<file path="src/rtl/intr_ctrl_if.sv">
// Bus bundle between the interrupt controller and its surroundings (sources, PC controller).
// The controller takes the slave modport; the stimulus/CPU side takes master.
interface intr_ctrl_if;
  logic [7:0] irq_in;
  logic       mask_wr;
  logic [7:0] mask_data;
  logic       ack;
  logic       iret;
  logic       interrupt;
  logic [2:0] vector_id;
  logic [7:0] pending;
  logic [7:0] mask;
  logic [7:0] in_service;
  logic       err;

  modport master (
    output irq_in, mask_wr, mask_data, ack, iret,
    input  interrupt, vector_id, pending, mask, in_service, err
  );

  modport slave (
    input  irq_in, mask_wr, mask_data, ack, iret,
    output interrupt, vector_id, pending, mask, in_service, err
  );
endinterface

</file>
<file path="src/rtl/intr_ctrl.sv">
// 8-source fixed-priority interrupt controller (index 0 highest) with mask and in-service tracking.
// Define INTR_NEST_EN to let a higher-priority source pre-empt a source already in service.
module intr_ctrl #(
  parameter logic [7:0] EDGE_MASK = 8'hFF
) (
  input  logic        clk,
  input  logic        reset,
  intr_ctrl_if.slave  bus
);

  typedef enum logic [1:0] {
    IDLE    = 2'd0,
    REQ     = 2'd1,
    SERVICE = 2'd2
  } state_t;

  state_t     state_q, state_d;
  logic [7:0] irq_prev_q;
  logic [7:0] pending_q, pending_d;
  logic [7:0] mask_q, mask_d;
  logic [7:0] in_service_q, in_service_d;
  logic       interrupt_q, interrupt_d;
  logic [2:0] vector_q, vector_d;
  logic       err_q, err_d;

  logic [7:0] rise;
  logic [7:0] eligible_raw;
  logic [7:0] eligible;
  logic [7:0] ack_clr;
  logic [7:0] edge_pend;
  logic       ack_ok;
  logic       iret_ok;

  function automatic logic [2:0] prio_idx(input logic [7:0] v);
    logic [2:0] idx;
    idx = 3'd0;
    for (int i = 7; i >= 0; i--) begin
      if (v[i]) idx = 3'(i);
    end
    return idx;
  endfunction

  function automatic logic [7:0] lowest_bit(input logic [7:0] v);
    return v & (~v + 8'd1);
  endfunction

  // Eligibility and pending-vector update
  always_comb begin
    rise         = bus.irq_in & ~irq_prev_q;
    eligible_raw = pending_q & ~mask_q & ~in_service_q;
`ifdef INTR_NEST_EN
    // Only sources strictly above the innermost serviced one may nest
    eligible = (in_service_q == 8'h00) ? eligible_raw
                                       : (eligible_raw & (lowest_bit(in_service_q) - 8'd1));
`else
    eligible = (in_service_q == 8'h00) ? eligible_raw : 8'h00;
`endif
    ack_ok    = bus.ack && (state_q == REQ);
    iret_ok   = bus.iret && !bus.ack && (in_service_q != 8'h00);
    ack_clr   = ack_ok ? (8'h01 << vector_q) : 8'h00;
    // A fresh edge in the ack cycle survives the clear
    edge_pend = (pending_q & ~ack_clr) | rise;
    pending_d = (EDGE_MASK & edge_pend) | (~EDGE_MASK & bus.irq_in);
    mask_d    = bus.mask_wr ? bus.mask_data : mask_q;
    err_d     = err_q
              | (bus.ack && (state_q != REQ))
              | (bus.iret && (bus.ack || (in_service_q == 8'h00)));
  end

  // FSM next state and request outputs
  always_comb begin
    state_d      = state_q;
    interrupt_d  = interrupt_q;
    vector_d     = vector_q;
    in_service_d = in_service_q;

    if (iret_ok) begin
      in_service_d = in_service_q & ~lowest_bit(in_service_q);
    end

    case (state_q)
      IDLE: begin
        if (eligible != 8'h00) begin
          state_d     = REQ;
          interrupt_d = 1'b1;
          vector_d    = prio_idx(eligible);
        end
      end
      REQ: begin
        if (ack_ok) begin
          in_service_d = in_service_q | (8'h01 << vector_q);
          interrupt_d  = 1'b0;
          state_d      = SERVICE;
        end
      end
      SERVICE: begin
        if (in_service_d == 8'h00) begin
          state_d = IDLE;
        end else if (eligible != 8'h00) begin
          state_d     = REQ;
          interrupt_d = 1'b1;
          vector_d    = prio_idx(eligible);
        end
      end
      default: begin
        state_d     = IDLE;
        interrupt_d = 1'b0;
      end
    endcase
  end

  always_ff @(posedge clk) begin
    if (reset) begin
      state_q      <= IDLE;
      irq_prev_q   <= 8'h00;
      pending_q    <= 8'h00;
      mask_q       <= 8'hFF;
      in_service_q <= 8'h00;
      interrupt_q  <= 1'b0;
      vector_q     <= 3'd0;
      err_q        <= 1'b0;
    end else begin
      state_q      <= state_d;
      irq_prev_q   <= bus.irq_in;
      pending_q    <= pending_d;
      mask_q       <= mask_d;
      in_service_q <= in_service_d;
      interrupt_q  <= interrupt_d;
      vector_q     <= vector_d;
      err_q        <= err_d;
    end
  end

  assign bus.interrupt  = interrupt_q;
  assign bus.vector_id  = vector_q;
  assign bus.pending    = pending_q;
  assign bus.mask       = mask_q;
  assign bus.in_service = in_service_q;
  assign bus.err        = err_q;

endmodule

</file>
<file path="src/flat_wrapper.sv">
// flat-port wrapper written by rule: the top's interface ports become plain ports
module intr_ctrl_flat 
#(
  parameter logic [7:0] EDGE_MASK = 8'hFF
)
  (clk, reset, bus_irq_in, bus_mask_wr, bus_mask_data, bus_ack, bus_iret, bus_interrupt, bus_vector_id, bus_pending, bus_mask, bus_in_service, bus_err);
  intr_ctrl_if bus_i ();
  input  logic clk;
  input  logic reset;
  input wire logic [$bits(bus_i.irq_in)-1:0] bus_irq_in;
  input wire logic [$bits(bus_i.mask_wr)-1:0] bus_mask_wr;
  input wire logic [$bits(bus_i.mask_data)-1:0] bus_mask_data;
  input wire logic [$bits(bus_i.ack)-1:0] bus_ack;
  input wire logic [$bits(bus_i.iret)-1:0] bus_iret;
  output wire logic [$bits(bus_i.interrupt)-1:0] bus_interrupt;
  output wire logic [$bits(bus_i.vector_id)-1:0] bus_vector_id;
  output wire logic [$bits(bus_i.pending)-1:0] bus_pending;
  output wire logic [$bits(bus_i.mask)-1:0] bus_mask;
  output wire logic [$bits(bus_i.in_service)-1:0] bus_in_service;
  output wire logic [$bits(bus_i.err)-1:0] bus_err;
  assign bus_i.irq_in = bus_irq_in;
  assign bus_i.mask_wr = bus_mask_wr;
  assign bus_i.mask_data = bus_mask_data;
  assign bus_i.ack = bus_ack;
  assign bus_i.iret = bus_iret;
  assign bus_interrupt = bus_i.interrupt;
  assign bus_vector_id = bus_i.vector_id;
  assign bus_pending = bus_i.pending;
  assign bus_mask = bus_i.mask;
  assign bus_in_service = bus_i.in_service;
  assign bus_err = bus_i.err;
  intr_ctrl #(.EDGE_MASK(EDGE_MASK)) u_core (.clk(clk), .reset(reset), .bus(bus_i));
endmodule
</file>
<file path="config.mk">
export PLATFORM = sky130hd
export DESIGN_NAME = intr_ctrl_flat
export DESIGN_NICKNAME = d
export VERILOG_FILES = /design/src/rtl/intr_ctrl_if.sv /design/src/rtl/intr_ctrl.sv /design/src/flat_wrapper.sv
export SDC_FILE = /design/constraint.sdc
export NUM_CORES = 1
export LEC_CHECK = 0
export CORE_MARGIN = 10
export CORE_UTILIZATION = 50
export CTS_BUF_LIST = sky130_fd_sc_hd__clkbuf_8 sky130_fd_sc_hd__clkbuf_16
export DETAILED_ROUTE_END_ITERATION = 6
export GPL_TIMING_DRIVEN = 0
export PLACE_DENSITY = 0.8
export SYNTH_ARGS = -nofsm -noshare
export SYNTH_HDL_FRONTEND = slang
export SYNTH_SLANG_ARGS = --single-unit
</file>
<file path="constraint.sdc">
create_clock -name clk -period 5.85 [get_ports clk]
set_input_delay 1.755 -clock clk [delete_from_list [all_inputs] [get_ports clk]]
set_output_delay 1.755 -clock clk [all_outputs]
set_load 0.02 [all_outputs]
</file>
==> impl_metrics.toml, run 1 <==
[outcome]
status = "completed"

[timing]
max_freq_mhz = 263
maxSlewHeadroom_pct = 60.1
timing.hold.ws_ns = 0.459
rsz0062_at_grt = "no"
drv_slew = 0
fin_crit_sh_pct = 65.0
period_needed_ns = 3.80
hold_violations = 0
finalSetupViolCount = 0
worst_pin_slew_ns = 0.594
tns_ns = 0
fin_skew_ns = 0.00504

[power_and_ir_drop]
pwr_density_cell_nw_per_um2 = 249
power.leakage_nw = 0.891
ir_drop_uv = 137

[setup_path]
cp_data_required_time_ns = 6.02
critical_path_arrival_ns = 3.98
cp-start-kind = "input port"
crit_family = "compound AO/OA/AOI/OAI gates"
cp_num_buf_inv = 1
worstPathCellList = "clkdlybuf4s50_1, nand2b_1, or3_4, a211o_1, o31ai_4, mux2_4"
max_stage_delay_ns = 0.48
worstPathMaxFanout = 6
slowest_stage = "clkdlybuf4s50_1"
crit_path_end_kind = "flop"
critical_path_class = "input port to flop"

[clock_network]
cts_made_buffers = 5
cts_root_buffer = "clkbuf_8"
cts_tree = "built"
clkTransAtPathRegs_ns = 0.06
clock_path_buffers = 2
clk-insertion-delay-late_ns = 0.28
ctsHoldBuffers = 0
post_cts_resized = 0
htree_levels = 2
cts_num_sinks = 39
post-cts-setup-buffer-count = 0

[place]
place_area_um2 = 2250
hpwl_um = 3540
port_buffers = 49
gp_congestion = 0.850
dp.cells = 289

[die]
start_util_pct = 51.4
die_h_um = 78.4
core_um2 = 3310
die_area_um2 = 6140
fp.dieW_um = 78.4
ioPinCount = 50
rows = 21

[synthesis]
yosysWarnings = 0
ys_seq_area_share_pct = 45.8
synthCells = 194
synth_fp_nets = 215
synth_top_area_share_pct = 45.8
synth.largest_area_cell = "dfxtp_1"
synth_seq_cells = 39
avgSynthCellArea_um2 = 8.78
synth_area_um2 = 1700
yosys-top-cells-area = "dfxtp_1 46%, nor2b_1 10%, a21oi_1 5.6%, a211o_1 5.1%, nor2_1 4.6%"
synth_cell_types = 31

[layout]
finalNetCount = 271
areaGrowthSynthToFinish_pct = 36.4
regArea_um2 = 781
multi_input_area_um2 = 888
diodes = 0
drive_above_1_share_pct = 6.02
fillers = 301
fin_area_um2 = 2320
finalNonFillerCells = 295

[grt]
overflow = 0
grtUsageTotal_pct = 15.1
antenna_found_initial = 0
grt_max_degree = 11
grt_pass1_wl_um = 7550
grt_pass1_vias = 1590

[drt]
drtAntennaViolNets = 0
avgViaCountPerCell = 5.50
wirelength_um = 4630
vias = 1622
met1_length_um = 1940
wl_met2_um = 2120
top_layer_used = "met4"
wire_per_inst_um = 15.7
drcViolationCount = 0
drt-pass1-iter-count = 4
routed-wl-met3_um = 476
drtIter0Drc = 193

[min_path]
hold_class = "flop to flop"

[job]
max_cap_viol_count = 0
-- placed cells by master (no fill, tap or decap), types with 2 or more instances in the layout --
cell / instances
nor3_1: 6
inv_1: 5
or3_1: 2
nor2_1: 21
dfxtp_1: 39
o31ai_1: 2
or2_2: 2
mux2i_1: 2
o21ai_0: 5
nand2b_1: 3
a211o_1: 10
a21oi_1: 19
or3b_2: 2
or3_4: 2
clkdlybuf4s50_1: 49
nand2_1: 12
nor4_1: 6
nor2b_1: 28
a31oi_1: 3
clkbuf_8: 5
clkbuf_1: 5
nand3_1: 4
nor3b_1: 7
-- cell usage after synthesis, drive strengths merged --
library cell / instances
mux2i: 2
o21ai: 5
nand2b: 3
nor3: 6
nor4: 6
or3b: 2
dfxtp: 39
a211o: 10
o31ai: 3
a311oi: 1
nand3: 4
maj3: 1
or3: 4
o21bai: 1
a21oi: 19
o31a: 1
a211oi: 1
mux2: 1
or2: 2
nor2b: 28
or4: 2
nor3b: 7
nor2: 21
nand3b: 1
a31oi: 3
nand2: 12
inv: 4
clkbuf: 5
-- final timing paths --
kind                                                to  slack, ns  cells after the start                                start
setup reg to reg  u_core.bus.vector_id[0]$_SDFFE_PP0P_       3.50                      5  u_core.bus.in_service[0]$_SDFF_PP0_
setup / recovery  u_core.bus.vector_id[0]$_SDFFE_PP0P_       2.05                      6                              bus_ack
hold reg to reg      u_core.bus.interrupt$_SDFFE_PP0P_       0.46                      2    u_core.bus.interrupt$_SDFFE_PP0P_
hold / removal       u_core.bus.interrupt$_SDFFE_PP0P_       0.46                      2    u_core.bus.interrupt$_SDFFE_PP0P_
-- per-layer routing --
metal | global-route usage, % | vias to the layer above
met5 | 0 | -
met4 | 5.91 | 0
met3 | 7.52 | 8
met2 | 23.4 | 67
met1 | 17.5 | 741
li1 | - | 806
-- logic make-up after synthesis --
group,after synthesis,synth area share (%)
AND/OR/NAND/NOR,98,32.1
multiplexers,3,2.06
adder cells (fa/ha/maj),1,0.588
AO/OA/AOI/OAI,44,17.4
buffers and inverters,9,1.98
flip-flops,39,45.8
-- worst min-delay path, cell delays in order (launching register included) --
cell	delay (ns)
dfxtp_1	0.31
nand2_1	0.05
a21oi_1	0.05
-- flip-flops by register name, indices dropped and copies added, names as in the netlist --
signal,cells
u_core.irq_prev_q,8
u_core.bus.pending,8
u_core.bus.err,1
u_core.bus.vector_id,3
u_core.bus.mask,8
u_core.state_q,2
u_core.bus.interrupt,1
u_core.bus.in_service,8
-- stage by stage --
stage               util (%)  setup WS [ns]  total power [mW]
floorplan                  -           2.45             0.369
global placement        68.0           1.75             0.422
detailed placement      68.0           1.76             0.424
CTS                     70.2           2.06             0.584
global route            70.2           1.97             0.606
finish                  70.2           2.05             0.579
-- report_power, final --
| part | internal, mW | total, mW | switching [mW] | leakage (nW) |
|---|---|---|---|---|
| logic | 0.0621 | 0.121 | 0.0584 | 0.527 |
| registers | 0.283 | 0.298 | 0.0149 | 0.322 |
| clock network | 0.0776 | 0.160 | 0.0827 | 0.0413 |
| total | 0.423 | 0.579 | 0.156 | 0.891 |
-- area by class of cell --
cell class	instances	share of cell area, %
clock inverters	1	0.162
inverters	4	0.646
clock buffers	5	2.96
flip-flops and latches	39	33.6
repair buffers	49	21.1
multi-input cells	146	38.2
plain buffers	5	0.808
well taps	46	2.48
Note: power is estimated with default switching activity, not from simulation.
==> run 2: changes to the inputs <==
CORE_UTILIZATION = 46   (was 50)
PLACE_DENSITY = 0.74   (was 0.8)
clock period = 3.95 ns   (was 5.85 ns; I/O delays follow)
==> run 2 against run 1 <==
Clock power is 140% higher. Register-to-register slack worse by 1.9 ns. Critical path type unchanged. Largest cell class unchanged. Worst hold slack better by 0.0027 ns. Via count is 0.12% lower. Critical path depth stayed put. Sequential share of layout area is 0.88 points lower. Cell area is 2.7% higher. Combinational power is 48% higher. Total power is 74% higher. Global-route usage is 0.51 points lower.
==> impl_metrics.toml, run 2 (synthesized netlist as in run 1, its figures left out) <==
[outcome]
status = "completed"

[grt]
met2_usage_pct = 24.2
grt_max_degree = 13
grt_util_met1_pct = 17.1
overflow = 0
grt_pass1_vias = 1556
antenna_found_initial = 0
grt_pass1_wl_um = 7460
use_met3_pct = 4.86
top_usage_layer = "met2"
grtUsageTotal_pct = 14.6

[setup_path]
cp-start-kind = "input port"
worstPathMaxFanout = 6
startpoint = "bus_ack"
crit_family = "simple AND/OR/NAND/NOR gates"
slowest_stage = "clkdlybuf4s50_1"
crit_path_end_kind = "flop"
r2r_slack_ns = 1.63
cp_data_required_time_ns = 4.14
reg2reg_depth = 5
cp_num_buf_inv = 1
critical_path_arrival_ns = 3.41
regToRegEndpoint = "u_core.bus.vector_id[0]$_SDFFE_PP0P_"
reg2reg_from = "u_core.bus.in_service[0]$_SDFF_PP0_"
max_stage_delay_ns = 0.49
worstPathCellList = "clkdlybuf4s50_1, nand2b_1, or3_4, a211o_1, o31ai_4, mux2_4"
critical_path_class = "input port to flop"

[clock_network]
cts_tree = "built"
htree_levels = 2
clock_path_buffers = 2
ctsHoldBuffers = 0
clkTransAtPathRegs_ns = 0.07
post_cts_resized = 0
post-cts-setup-buffer-count = 0
cts_root_buffer = "clkbuf_8"
cts_made_buffers = 5
cts_num_sinks = 39
clk-insertion-delay-late_ns = 0.29

[power_and_ir_drop]
ir_drop_uv = 270
pwr_density_cell_nw_per_um2 = 422
power.leakage_nw = 0.919

[place]
gp_congestion = 0.833
hpwl_um = 3460
port_buffers = 49

[timing]
worst_pin_slew_ns = 0.587
tns_ns = 0
fin_crit_sh_pct = 81.6
hold_violations = 0
period_needed_ns = 3.22
rsz0062_at_grt = "no"
fin_skew_ns = 0.00334
drv_slew = 0
maxSlewHeadroom_pct = 60.5
finalSetupViolCount = 0
max_freq_mhz = 310

[layout]
diodes = 0
regArea_um2 = 781
final_common_cell = "clkdlybuf4s50_1"
finalCoreUtilization_pct = 65.7
areaGrowthSynthToFinish_pct = 40.1
mostFrequentLayoutCells = "49 x clkdlybuf4s50_1, 39 x dfxtp_1, 28 x nor2b_1"
multi_input_area_um2 = 888
drive_above_1_share_pct = 6.77
finalNetCount = 271
fillers = 335

[drt]
wirelength_um = 4690
vias = 1620
wire_per_inst_um = 15.7
drtIter0Drc = 115
avgViaCountPerCell = 5.42
drtAntennaViolNets = 0
drcViolationCount = 0
drt-pass1-iter-count = 5

[die]
core_um2 = 3630
ioPinCount = 50
fp.dieW_um = 80.8
die_area_um2 = 6540
rows = 22
die_h_um = 80.8
start_util_pct = 46.9

[min_path]
hold_depth = 2
min_to = "u_core.bus.interrupt$_SDFFE_PP0P_"
hp-start = "u_core.bus.interrupt$_SDFFE_PP0P_"
hold_class = "flop to flop"

[job]
max_cap_viol_count = 0
-- run 2: cell count changes in the layout (fill, tap and decap cells not counted) --
cell       previous run  this run
bufinv_16             0         2
-- run 2: per-stage QoR --
| stage | worst slack [ns] | hold slack, ns | std cells | instance area, um2 | power (mW) |
|---|---|---|---|---|---|
| finish | 0.726 | 0.461 | 299 | 2390 | 1.01 |
| global route | 0.629 | 0.487 | 299 | 2390 | 1.04 |
| CTS | 0.731 | 0.466 | 299 | 2390 | 1.01 |
| detailed placement | 0.420 | 0.455 | 291 | 2250 | 0.628 |
| global placement | 0.428 | 0.449 | 291 | 2250 | 0.626 |
| floorplan | 1.12 | 0.508 | 194 | 1700 | 0.547 |
-- run 2: per-layer routing --
layer / part of all wire (%) / vias up
li1: - / 800
met2: 47 / 57
met4: 1.7 / 0
met1: 44 / 752
met3: 7.8 / 11
met5: 0 / -
-- run 2: worst max path at each step --
stage | end | depth (start not counted)
final | u_core.bus.vector_id[0]$_SDFFE_PP0P_ | 6
after detailed placement | u_core.bus.vector_id[0]$_SDFFE_PP0P_ | 6
after global routing | u_core.bus.vector_id[0]$_SDFFE_PP0P_ | 6
after floorplan | u_core.bus.vector_id[0]$_SDFFE_PP0P_ | 5
after CTS | u_core.bus.vector_id[0]$_SDFFE_PP0P_ | 6
after global placement | u_core.bus.vector_id[0]$_SDFFE_PP0P_ | 6
-- run 2: worst register-to-register path: stages, from the launching register on --
cell and delay [ns]:
dfxtp_1 0.40, or3_4 0.42, or3_4 0.37, a211o_1 0.35, o31ai_4 0.34, mux2_4 0.33
-- run 2: report_power, final --
part / internal (mW) / switching, mW
logic: 0.0920 / 0.0866
registers: 0.419 / 0.0224
clock network: 0.250 / 0.138
total: 0.760 / 0.247
-- run 2: layout make-up --
type | instances | share of cell area [%]
flip-flops and latches | 39 | 32.7
well taps | 48 | 2.52
clock inverters | 3 | 2.67
inverters | 4 | 0.629
plain buffers | 5 | 0.787
multi-input cells | 146 | 37.2
clock buffers | 5 | 2.88
repair buffers | 49 | 20.6
